$ cat config.mk
export PLATFORM = sky130hd
export DESIGN_NAME = nor_logic_unit_flat
export DESIGN_NICKNAME = d
export VERILOG_FILES = /design/src/rtl/nor_logic_unit_if.sv /design/src/rtl/nor_logic_unit.sv /design/src/flat_wrapper.sv
export SDC_FILE = /design/constraint.sdc
export NUM_CORES = 1
export LEC_CHECK = 0
export CORE_ASPECT_RATIO = 1.25
export CORE_MARGIN = 3
export CORE_UTILIZATION = 55
export DETAILED_ROUTE_END_ITERATION = 12
export HOLD_SLACK_MARGIN = 0.03
export PLACE_DENSITY = 0.94
export SLEW_MARGIN = 15
export SYNTH_ARGS = -nofsm -noshare
export SYNTH_HDL_FRONTEND = slang
export SYNTH_SLANG_ARGS = --single-unit
$ cat constraint.sdc
create_clock -name clk -period 4.6 [get_ports clk]
set_input_delay 0.92 -clock clk [delete_from_list [all_inputs] [get_ports clk]]
set_output_delay 0.92 -clock clk [all_outputs]
set_load 0.05 [all_outputs]
$ cat src/rtl/nor_logic_unit_if.sv
// Operand/result bundle of the NOR logic unit.
// master: the block that issues operations and consumes results.
// slave: the logic unit itself.
interface nor_logic_unit_if #(
    parameter int WIDTH = 4,
    parameter int CNT_W = 8
);
    logic             in_valid;
    logic [2:0]       op;
    logic [WIDTH-1:0] a;
    logic [WIDTH-1:0] b;
    logic             fault_inj;
    logic             clear_count;
    logic             out_valid;
    logic [WIDTH-1:0] s;
    logic [WIDTH-1:0] ref_s;
    logic             mismatch;
    logic [CNT_W-1:0] err_count;

    modport master (
        output in_valid, op, a, b, fault_inj, clear_count,
        input  out_valid, s, ref_s, mismatch, err_count
    );

    modport slave (
        input  in_valid, op, a, b, fault_inj, clear_count,
        output out_valid, s, ref_s, mismatch, err_count
    );
endinterface

$ cat src/rtl/nor_logic_unit.sv
// Two-stage, two-operand logic unit. The result is computed twice: once by
// a network made only of 2-input NOR gates, once by plain expressions. The
// two results are compared on every valid operation. A saturating counter
// records how often they disagree.
module nor_logic_unit #(
    parameter int WIDTH = 4,
    parameter int CNT_W = 8
) (
    input  logic              clk,
    input  logic              reset,
    nor_logic_unit_if.slave   bus
);

    localparam logic [CNT_W-1:0] CNT_MAX = {CNT_W{1'b1}};
    localparam logic [CNT_W-1:0] CNT_ONE = CNT_W'(1'b1);

    // Bitwise 2-input NOR: the only gate the NOR path is built from.
    function automatic logic [WIDTH-1:0] nor2(input logic [WIDTH-1:0] x,
                                              input logic [WIDTH-1:0] y);
        return ~(x | y);
    endfunction

    // Stage-1 registers
    logic [WIDTH-1:0] a_r;
    logic [WIDTH-1:0] b_r;
    logic [2:0]       op_r;
    logic             fault_r;
    logic             v1_r;

    // Gate-level network: every node is one NOR per bit
    logic [WIDTH-1:0] inv_a_s;
    logic [WIDTH-1:0] inv_b_s;
    logic [WIDTH-1:0] nor_ab_s;
    logic [WIDTH-1:0] or_ab_s;
    logic [WIDTH-1:0] and_ab_s;
    logic [WIDTH-1:0] nand_ab_s;
    logic [WIDTH-1:0] x_g2_s;
    logic [WIDTH-1:0] x_g3_s;
    logic [WIDTH-1:0] xnor_ab_s;
    logic [WIDTH-1:0] xor_ab_s;
    logic [WIDTH-1:0] andn_ab_s;

    assign inv_a_s   = nor2(a_r, a_r);
    assign inv_b_s   = nor2(b_r, b_r);
    assign nor_ab_s  = nor2(a_r, b_r);
    assign or_ab_s   = nor2(nor_ab_s, nor_ab_s);
    assign and_ab_s  = nor2(inv_a_s, inv_b_s);
    assign nand_ab_s = nor2(and_ab_s, and_ab_s);
    // x_g2 = ~a&b, x_g3 = a&~b; their NOR is XNOR, one more inverter gives XOR
    assign x_g2_s    = nor2(a_r, nor_ab_s);
    assign x_g3_s    = nor2(b_r, nor_ab_s);
    assign xnor_ab_s = nor2(x_g2_s, x_g3_s);
    assign xor_ab_s  = nor2(xnor_ab_s, xnor_ab_s);
    assign andn_ab_s = nor2(inv_a_s, b_r);

    // Reference expressions
    logic [WIDTH-1:0] ref_not_s;
    logic [WIDTH-1:0] ref_or_s;
    logic [WIDTH-1:0] ref_nor_s;
    logic [WIDTH-1:0] ref_and_s;
    logic [WIDTH-1:0] ref_nand_s;
    logic [WIDTH-1:0] ref_xor_s;
    logic [WIDTH-1:0] ref_xnor_s;
    logic [WIDTH-1:0] ref_andn_s;

    assign ref_not_s  = ~a_r;
    assign ref_or_s   = a_r | b_r;
    assign ref_nor_s  = ~(a_r | b_r);
    assign ref_and_s  = a_r & b_r;
    assign ref_nand_s = ~(a_r & b_r);
    assign ref_xor_s  = a_r ^ b_r;
    assign ref_xnor_s = ~(a_r ^ b_r);
    assign ref_andn_s = a_r & ~b_r;

    logic [WIDTH-1:0] nor_res_s;
    logic [WIDTH-1:0] ref_res_s;
    logic [WIDTH-1:0] nor_fault_s;
    logic             mismatch_s;

    // Op select for both paths, fault insertion on bit 0, and comparison
    always_comb begin
        nor_res_s = {WIDTH{1'b0}};
        ref_res_s = {WIDTH{1'b0}};
        case (op_r)
            3'b000: begin nor_res_s = inv_a_s;   ref_res_s = ref_not_s;  end
            3'b001: begin nor_res_s = or_ab_s;   ref_res_s = ref_or_s;   end
            3'b010: begin nor_res_s = nor_ab_s;  ref_res_s = ref_nor_s;  end
            3'b011: begin nor_res_s = and_ab_s;  ref_res_s = ref_and_s;  end
            3'b100: begin nor_res_s = nand_ab_s; ref_res_s = ref_nand_s; end
            3'b101: begin nor_res_s = xor_ab_s;  ref_res_s = ref_xor_s;  end
            3'b110: begin nor_res_s = xnor_ab_s; ref_res_s = ref_xnor_s; end
            3'b111: begin nor_res_s = andn_ab_s; ref_res_s = ref_andn_s; end
            default: begin nor_res_s = {WIDTH{1'b0}}; ref_res_s = {WIDTH{1'b0}}; end
        endcase
        nor_fault_s = nor_res_s;
        if (fault_r) begin
            nor_fault_s[0] = ~nor_res_s[0];
        end else begin
            nor_fault_s[0] = nor_res_s[0];
        end
        mismatch_s = (nor_fault_s != ref_res_s);
    end

    // Stage 1: capture operands on in_valid, otherwise hold them and drop v1
    always_ff @(posedge clk or posedge reset) begin
        if (reset) begin
            a_r     <= {WIDTH{1'b0}};
            b_r     <= {WIDTH{1'b0}};
            op_r    <= 3'b000;
            fault_r <= 1'b0;
            v1_r    <= 1'b0;
        end else begin
            v1_r <= bus.in_valid;
            if (bus.in_valid) begin
                a_r     <= bus.a;
                b_r     <= bus.b;
                op_r    <= bus.op;
                fault_r <= bus.fault_inj;
            end
        end
    end

    // Stage 2: register both results and their comparison when stage 1 is valid
    always_ff @(posedge clk or posedge reset) begin
        if (reset) begin
            bus.out_valid <= 1'b0;
            bus.s         <= {WIDTH{1'b0}};
            bus.ref_s     <= {WIDTH{1'b0}};
            bus.mismatch  <= 1'b0;
        end else begin
            bus.out_valid <= v1_r;
            if (v1_r) begin
                bus.s        <= nor_fault_s;
                bus.ref_s    <= ref_res_s;
                bus.mismatch <= mismatch_s;
            end
        end
    end

    // Saturating mismatch counter; clear wins over a same-edge increment
    always_ff @(posedge clk or posedge reset) begin
        if (reset) begin
            bus.err_count <= {CNT_W{1'b0}};
        end else if (bus.clear_count) begin
            bus.err_count <= {CNT_W{1'b0}};
        end else if (v1_r && mismatch_s && (bus.err_count != CNT_MAX)) begin
            bus.err_count <= bus.err_count + CNT_ONE;
        end
    end

endmodule

$ cat src/flat_wrapper.sv
// flat-port wrapper written by rule: the top's interface ports become plain ports
module nor_logic_unit_flat 
#(
    parameter int WIDTH = 4,
    parameter int CNT_W = 8
)
  (clk, reset, bus_in_valid, bus_op, bus_a, bus_b, bus_fault_inj, bus_clear_count, bus_out_valid, bus_s, bus_ref_s, bus_mismatch, bus_err_count);
  nor_logic_unit_if #(.WIDTH(WIDTH), .CNT_W(CNT_W)) bus_i ();
  input  logic clk;
  input  logic reset;
  input wire logic [$bits(bus_i.in_valid)-1:0] bus_in_valid;
  input wire logic [$bits(bus_i.op)-1:0] bus_op;
  input wire logic [$bits(bus_i.a)-1:0] bus_a;
  input wire logic [$bits(bus_i.b)-1:0] bus_b;
  input wire logic [$bits(bus_i.fault_inj)-1:0] bus_fault_inj;
  input wire logic [$bits(bus_i.clear_count)-1:0] bus_clear_count;
  output wire logic [$bits(bus_i.out_valid)-1:0] bus_out_valid;
  output wire logic [$bits(bus_i.s)-1:0] bus_s;
  output wire logic [$bits(bus_i.ref_s)-1:0] bus_ref_s;
  output wire logic [$bits(bus_i.mismatch)-1:0] bus_mismatch;
  output wire logic [$bits(bus_i.err_count)-1:0] bus_err_count;
  assign bus_i.in_valid = bus_in_valid;
  assign bus_i.op = bus_op;
  assign bus_i.a = bus_a;
  assign bus_i.b = bus_b;
  assign bus_i.fault_inj = bus_fault_inj;
  assign bus_i.clear_count = bus_clear_count;
  assign bus_out_valid = bus_i.out_valid;
  assign bus_s = bus_i.s;
  assign bus_ref_s = bus_i.ref_s;
  assign bus_mismatch = bus_i.mismatch;
  assign bus_err_count = bus_i.err_count;
  nor_logic_unit #(.WIDTH(WIDTH), .CNT_W(CNT_W)) u_core (.clk(clk), .reset(reset), .bus(bus_i));
endmodule
==> results of run 1 <==
cell families after synthesis:
family | share of synthesized area (%)
adders and majority gates | 9.319
muxes | 6.738
buffers and inverters | 6.594
xor gates and xnor gates | 3.011
DFF | 44.44
and+or+nand+nor | 14.19
AOI/OAI and AO/OA | 15.70
cell type report:
class / count / area share (%)
clock buffers: 6 / 2.405
clock inverters: 1 / 0.2346
inverters: 17 / 2.991
multi-input cells: 118 / 40.06
flip-flops and latches: 31 / 36.36
well taps: 36 / 2.111
repair buffers: 34 / 15.84
where the power goes:
| group | leakage [nW] | switching (W) | internal (W) |
|---|---|---|---|
| Sequential | 0.386 | 0.0000318 | 0.000300 |
| Clock | 0.0341 | 0.0000880 | 0.0000706 |
| Combinational | 0.535 | 0.000121 | 0.0000849 |
cell usage in the layout (no fill, tap or decap), types with 4 or more instances in the layout:
cell | netlist | layout
sky130_fd_sc_hd__nor2_1 | 11 | 11
sky130_fd_sc_hd__o21ai_1 | 13 | 13
sky130_fd_sc_hd__clkdlybuf4s50_1 | 0 | 33
sky130_fd_sc_hd__nand2_1 | 16 | 16
sky130_fd_sc_hd__ha_1 | 13 | 13
sky130_fd_sc_hd__a21oi_1 | 7 | 7
sky130_fd_sc_hd__clkbuf_4 | 0 | 5
sky130_fd_sc_hd__xor2_1 | 4 | 4
sky130_fd_sc_hd__dfrtp_1 | 31 | 31
sky130_fd_sc_hd__mux2i_1 | 5 | 5
sky130_fd_sc_hd__inv_1 | 16 | 16
metal layers:
layer | track usage [%] | vias up | part of all wire, %
li1 | - | 673 | -
met1 | 23.72 | 654 | 43
met2 | 34.21 | 33 | 52
met3 | 5.587 | 4 | 4.2
met4 | 6.231 | 0 | 1.1
met5 | 0 | - | 0
worst max path at each step:
stage,start,end,slack (ns),depth (start not counted)
6_report,u_core.bus.err_count[2],bus_err_count[2],2.05,1
2_1_floorplan,u_core.bus.err_count[0],u_core.bus.err_count[4],2.89,5
5_1_grt,u_core.bus.err_count[2],bus_err_count[2],1.97,1
4_1_cts,u_core.bus.err_count[2],bus_err_count[2],2.03,1
3_3_place_gp,bus_in_valid,u_core.op_r[1],2.28,2
3_5_place_dp,bus_in_valid,u_core.op_r[1],2.24,2
state kept, by name, summed over array words and instances, names as in the netlist:
| name | flops |
|---|---|
| u_core.bus.out_valid | 1 |
| u_core.bus.ref_s | 4 |
| u_core.v1_r | 1 |
| u_core.fault_r | 1 |
| u_core.bus.mismatch | 1 |
| u_core.b_r | 4 |
| u_core.a_r | 4 |
| u_core.bus.err_count | 8 |
| u_core.op_r | 3 |
| u_core.bus.s | 4 |
metrics by stage:
| stage | instance area (um^2) | cells | utilization [%] | power [W] |
|---|---|---|---|---|
| after global routing | 2133 | 243 | 71.10 | 0.0007381 |
| final | 2133 | 243 | 71.10 | 0.0006965 |
| after detailed placement | 2077 | 236 | 69.22 | 0.0005441 |
| after CTS | 2133 | 243 | 71.10 | 0.0007046 |
| after global placement | 2077 | 236 | 69.22 | 0.0005376 |
| after floorplan | 1745 | 175 | - | 0.0004781 |
==> impl_summary.txt, run 1 <==
----------------------------------------------------
[Worst setup path]
  Reg-to-Reg Start ... u_core.op_r[0]
  Highest net fanout along the worst path ... 7
  Arrival time reported for the critical path endpoint ... 1.63 ns
  Largest delay share family, worst path ... buffers and inverters
  Slowest cell on the critical path ... sky130_fd_sc_hd__clkdlybuf4s50_1
  Required arrival time at the worst endpoint ... 3.68 ns
  Bufs and invs on worst path ... 1
  Stage delay of the slowest cell on the critical path ... 0.84 ns
  Element type at the critical path start ... register
  Nature of the critical path endpoint ... primary output
  Class of the most critical setup path ... reg2out
  Register-to-register path setup slack ... 2.91 ns
  Crit Reg-Reg Endpoint ... u_core.bus.s[0]
  Worst R2R Path Depth ... 4
  Cell Chain, Critical Path ... clkdlybuf4s50_1

[STA]
  Hold Vio Cnt, Final ... 0
  Number of endpoints failing setup at the final stage ... 0
  Fraction of the cycle the final worst path needs ... 55.47%
  Slew headroom ... 56.35%
  Summed negative setup slack over all endpoints ... 0 ns
  Highest attainable clock frequency ... 391.9 MHz
  Largest clock skew in the final design ... 0.009217 ns
  Pins Over Slew Limit ... 0
  Worst-case hold slack ... 0.5000 ns
  Setup repair after global routing missed its margin ... no
  Transition time of the tightest slew-check pin ... 0.6548 ns
  Final setup slack of the worst path ... 2.048 ns
  Period minus WS final ... 2.552 ns

[Clock network]
  Number of resized instances in the post-cts repair step ... 0
  Number of CTS-inserted buffers ... 5
  CTS H-tree depth ... 2
  Clk Latency, worst-skew pair ... 0.33 ns
  Clock tree from TritonCTS ... yes
  Clock Path Buffers ... 2
  Num Clock Sinks ... 31
  Cell chosen for the clock root ... sky130_fd_sc_hd__clkbuf_4
  Clock slew seen by the registers of the worst setup and hold paths ... 0.09 ns
  # Post-CTS Setup Buffers ... 0
  Quantity of hold-fixing buffers added after cts ... 0

[Logic synthesis]
  Cell with the most instances after synthesis ... sky130_fd_sc_hd__dfrtp_1
  Post-synthesis cell area ... 0.001745 mm^2
  Proportion of synthesized chip area in sequential cells ... 44.44%
  Number of unique standard cell types used by synthesis ... 47
  Flops & latches, synth ... 31
  Syn Area/Cell ... 9.974 um^2
  Synthesized instance count ... 175
  Area contributors post-synth ... sky130_fd_sc_hd__dfrtp_1, sky130_fd_sc_hd__ha_1, sky130_fd_sc_hd__o21ai_1
  Fraction of registers with async set or reset after synthesis ... 100.0%
  Post-synth top area share ... 44.44%
  Number of nets in the synthesized netlist ... 204
  Main synth FF type ... sky130_fd_sc_hd__dfrtp_1
  Yosys warns ... 0
  Synth area leader ... sky130_fd_sc_hd__dfrtp_1
  Leading post-synthesis cells by instance count ... sky130_fd_sc_hd__dfrtp_1, sky130_fd_sc_hd__inv_1, sky130_fd_sc_hd__nand2_1
  Post-synth EDFFs ... 0

[Global routing]
  Maximum number of pins on one net before global-route repair ... 23
  Number of global-route vias before repair ... 1,323
  Total overflow reported by the global router ... 0
  Wire length of the first global-routing pass ... 5885 um
  Overall track demand over capacity in global routing ... 19.63%
  Antenna violations before repair ... 0

[Route]
  Total wire length after detailed routing ... 3304 um
  Routed vias/inst ... 5.613
  Mean routed wirelength per cell ... 13.60 um
  Residual DRC count ... 0
  Antenna violation net count after detailed routing ... 0
  Drt first pass iters ... 4
  Total number of vias ... 1,364
  Number of design-rule violations left by the first detailed-router iteration ... 41

[Cells and area]
  # diodes ... 0
  Number of filler cells placed in the layout ... 239
  Area growth from synthesis to layout ... 22.22%
  # nets final ... 236
  Combined area of the multi-input logic cells ... 854.6 um^2
  Ratio of cells with drive above 1 in the final layout ... 7.246%
  Register cell area after layout ... 775.7 um^2

[Die]
  Initial cell density of the core ... 58.17%
  Core outline area ... 0.003000 mm^2
  Height of the chip ... 68.99 um
  Area of the die ... 0.003890 mm^2
  Die X ... 56.39 um
  Count of pins on the block boundary ... 34
  Row cnt ... 22

[Power and ir drop]
  Pleak ... 0.9552 nW
  P per Cell Area ... 326.5 mW/mm^2
  Maximum vdd drop ... 0.2842 mV

[Placement]
  Detailed-placement wirelength estimate ... 2498 um
  Number of I/O port buffers ... 33
  Final Wtd Congestion ... 0.8452
  Worst slack at placement ... 2.244 ns

[Outcome]
  Result of the run ... finished, final reports clean

[Hold path]
  Worst min-delay path startpoint ... u_core.bus.ref_s[0]
  Cell depth of the worst min-delay path ... 1
  Hold Path Sink ... u_core.bus.ref_s[0]
  Class of the tightest hold or removal check ... reg2reg

[Flow run]
  Number of max-cap violations ... 0

----------------------------------------------------
No activity file was read; power rests on OpenSTA's default activity.
==> run 2: changes to the inputs <==
CORE_UTILIZATION = 51   (was 55)
PLACE_DENSITY = 0.89   (was 0.94)
clock period = 2.4 ns   (was 4.6 ns; I/O delays follow)
==> run 2 against run 1 <==
Combinational power is 95% higher. Sequential share of layout area shrank 0.57 points. Global-route usage is 0.57 points higher. Final cell count rose by 1.2%. Worst setup slack got worse by 1.7 ns. Die area increased by 7.1%. Total power increased by 100%. Register-to-register slack worse by 2.2 ns. Worst hold slack lost 0.00092 ns. Sequential cell count is the same. Core utilization is 4.5 points lower. Non-clock buffer count up 1. Critical path type unchanged.
==> impl_summary.txt, run 2 (synthesis results as in run 1) <==
----------------------------------------------------
[Route]
  Total number of vias ... 1,395 (+2.3%)
  Mean routed wirelength per cell ... 14.09 um (+3.6%)
  Antenna violation net count after detailed routing ... 0 (unchanged)
  Total wire length after detailed routing ... 3466 um (+4.9%)
  Routed vias/inst ... 5.671 (+1.0%)
  Drt first pass iters ... 4 (unchanged)
  Number of design-rule violations left by the first detailed-router iteration ... 71 (+73%)
  Residual DRC count ... 0 (unchanged)

[Placement]
  Number of I/O port buffers ... 33 (unchanged)
  Detailed-placement wirelength estimate ... 2571 um (+2.9%)
  Final Wtd Congestion ... 0.9317 (+10%)

[Die]
  Area of the die ... 0.004165 mm^2 (+7.1%)
  Row cnt ... 23 (+4.5%)
  Die X ... 58.33 um (+3.4%)
  Height of the chip ... 71.41 um (+3.5%)
  Core outline area ... 0.003252 mm^2 (+8.4%)
  Count of pins on the block boundary ... 34 (unchanged)
  Initial cell density of the core ... 53.67% (-4.5 points)

[Power and ir drop]
  Maximum vdd drop ... 0.5121 mV (+80%)
  P per Cell Area ... 656.1 mW/mm^2 (+100%)
  Pleak ... 0.9681 nW (+1.4%)
  Total design power ... 0.001422 W (+100%)

[Cells and area]
  Most frequent standard cell in the layout excluding fill and tap cells ... sky130_fd_sc_hd__clkdlybuf4s50_1
  Ratio of cells with drive above 1 in the final layout ... 7.177% (-0.069 points)
  Most flops, register ... u_core.bus.err_count
  # diodes ... 0 (unchanged)
  Most used cells in the layout excluding fill and tap cells ... sky130_fd_sc_hd__clkdlybuf4s50_1, sky130_fd_sc_hd__dfrtp_1, sky130_fd_sc_hd__inv_1, sky130_fd_sc_hd__nand2_1
  # nets final ... 237 (+0.42%)
  Largest register FFs ... 8 (unchanged)
  Area growth from synthesis to layout ... 24.16%

[Clock network]
  Number of resized instances in the post-cts repair step ... 0 (unchanged)
  CTS H-tree depth ... 2 (unchanged)
  # Post-CTS Setup Buffers ... 0 (unchanged)
  Quantity of hold-fixing buffers added after cts ... 0 (unchanged)
  Number of CTS-inserted buffers ... 5 (unchanged)
  Num Clock Sinks ... 31 (unchanged)
  Cell chosen for the clock root ... sky130_fd_sc_hd__clkbuf_8
  Clock slew seen by the registers of the worst setup and hold paths ... 0.06 ns (-0.03 ns)
  Clock Path Buffers ... 2 (unchanged)
  Clk Latency, worst-skew pair ... 0.28 ns (-0.05 ns)
  Clock tree from TritonCTS ... yes

[STA]
  Slew headroom ... 56.47% (+0.12 points)
  Worst-case hold slack ... 0.4991 ns (-0.0009200 ns)
  Transition time of the tightest slew-check pin ... 0.6530 ns (-0.001798 ns)
  Largest clock skew in the final design ... 0.002460 ns (-0.006757 ns)
  Setup repair after global routing missed its margin ... no
  Highest attainable clock frequency ... 481.6 MHz
  Pins Over Slew Limit ... 0 (unchanged)
  Summed negative setup slack over all endpoints ... 0 ns (unchanged)
  Number of endpoints failing setup at the final stage ... 0 (unchanged)
  Period minus WS final ... 2.077 ns
  Fraction of the cycle the final worst path needs ... 86.52%
  Hold Vio Cnt, Final ... 0 (unchanged)

[Worst setup path]
  Class of the most critical setup path ... reg2out
  Register-to-register path setup slack ... 0.67 ns (-2.24 ns)
  Required arrival time at the worst endpoint ... 1.92 ns (-1.76 ns)
  Bufs and invs on worst path ... 1 (unchanged)
  Highest net fanout along the worst path ... 7 (unchanged)
  Stage delay of the slowest cell on the critical path ... 0.85 ns (about the same)
  Largest delay share family, worst path ... buffers and inverters
  Nature of the critical path endpoint ... primary output
  Arrival time reported for the critical path endpoint ... 1.60 ns (-0.03 ns)
  Reg-to-Reg Start ... u_core.op_r[0]
  Element type at the critical path start ... register
  Cell Chain, Critical Path ... clkdlybuf4s50_1
  Slowest cell on the critical path ... sky130_fd_sc_hd__clkdlybuf4s50_1
  First element of the critical path ... u_core.bus.err_count[2]

[Global routing]
  Number of global-route vias before repair ... 1,420 (+7.3%)
  Maximum number of pins on one net before global-route repair ... 32 (+39%)
  Wire length of the first global-routing pass ... 6396 um (+8.7%)
  Total overflow reported by the global router ... 0 (unchanged)
  Overall track demand over capacity in global routing ... 20.19% (+0.57 points)
  Antenna violations before repair ... 0 (unchanged)

[Hold path]
  Worst min-delay path startpoint ... u_core.bus.ref_s[2]
  Class of the tightest hold or removal check ... reg2reg

[Flow run]
  Number of max-cap violations ... 0 (unchanged)

[Outcome]
  Result of the run ... finished, final reports clean

----------------------------------------------------
run 2: changes by cell type in the layout (fill, tap and decap cells not counted):
cell	before	now
sky130_fd_sc_hd__buf_4	1	2
sky130_fd_sc_hd__clkbuf_1	0	2
sky130_fd_sc_hd__clkbuf_4	5	0
sky130_fd_sc_hd__clkbuf_8	1	5
run 2: final timing paths:
kind,endpoint,cells past startpoint
worst min register to register,u_core.bus.ref_s[2],1
max in group asynchronous,u_core.a_r[2],3
worst max register to register,u_core.bus.s[1],3
worst max-delay path,bus_err_count[2],1
worst min-delay path,u_core.bus.ref_s[2],1
min in group asynchronous,u_core.bus.mismatch,3
run 2: layout make-up:
class                      count  area (um^2)
inverter                      17        63.81
clock inverter                 1        5.005
clock buffer                   7        76.32
fill                         261         1085
tap                           37        46.29
timing repair buffer          35        345.3
sequential                    31        775.7
multi-input combinational    118        854.6
run 2: through the flow:
| stage | setup WS [ns] | instances | util, % | cell area (um^2) |
|---|---|---|---|---|
| after floorplan | 0.6886 | 175 | - | 1745 |
| after global placement | 0.6669 | 238 | 64.14 | 2086 |
| after detailed placement | 0.6417 | 238 | 64.14 | 2086 |
| after CTS | 0.3265 | 246 | 66.64 | 2167 |
| after global routing | 0.2822 | 246 | 66.64 | 2167 |
| final | 0.3234 | 246 | 66.64 | 2167 |
run 2: report_power, final:
group | switching (W) | internal (W) | total, W
registers | 0.0000611 | 0.000576 | 0.000637
clock network | 0.000179 | 0.000203 | 0.000382
logic | 0.000238 | 0.000165 | 0.000402
total | 0.000478 | 0.000943 | 0.00142
run 2: layer usage:
layer	GRT usage (%)	wire (um)
met2	32.55	1853
met4	13.66	118
met5	0	0
met1	23.54	1310
met3	4.505	183
==> run 3: changes to the inputs <==
ABC_CLOCK_PERIOD_IN_PS = 2400   (was not set)
==> results of run 3 <==
Same layout as run 2: the final DEF is identical, and so are final timing and power.
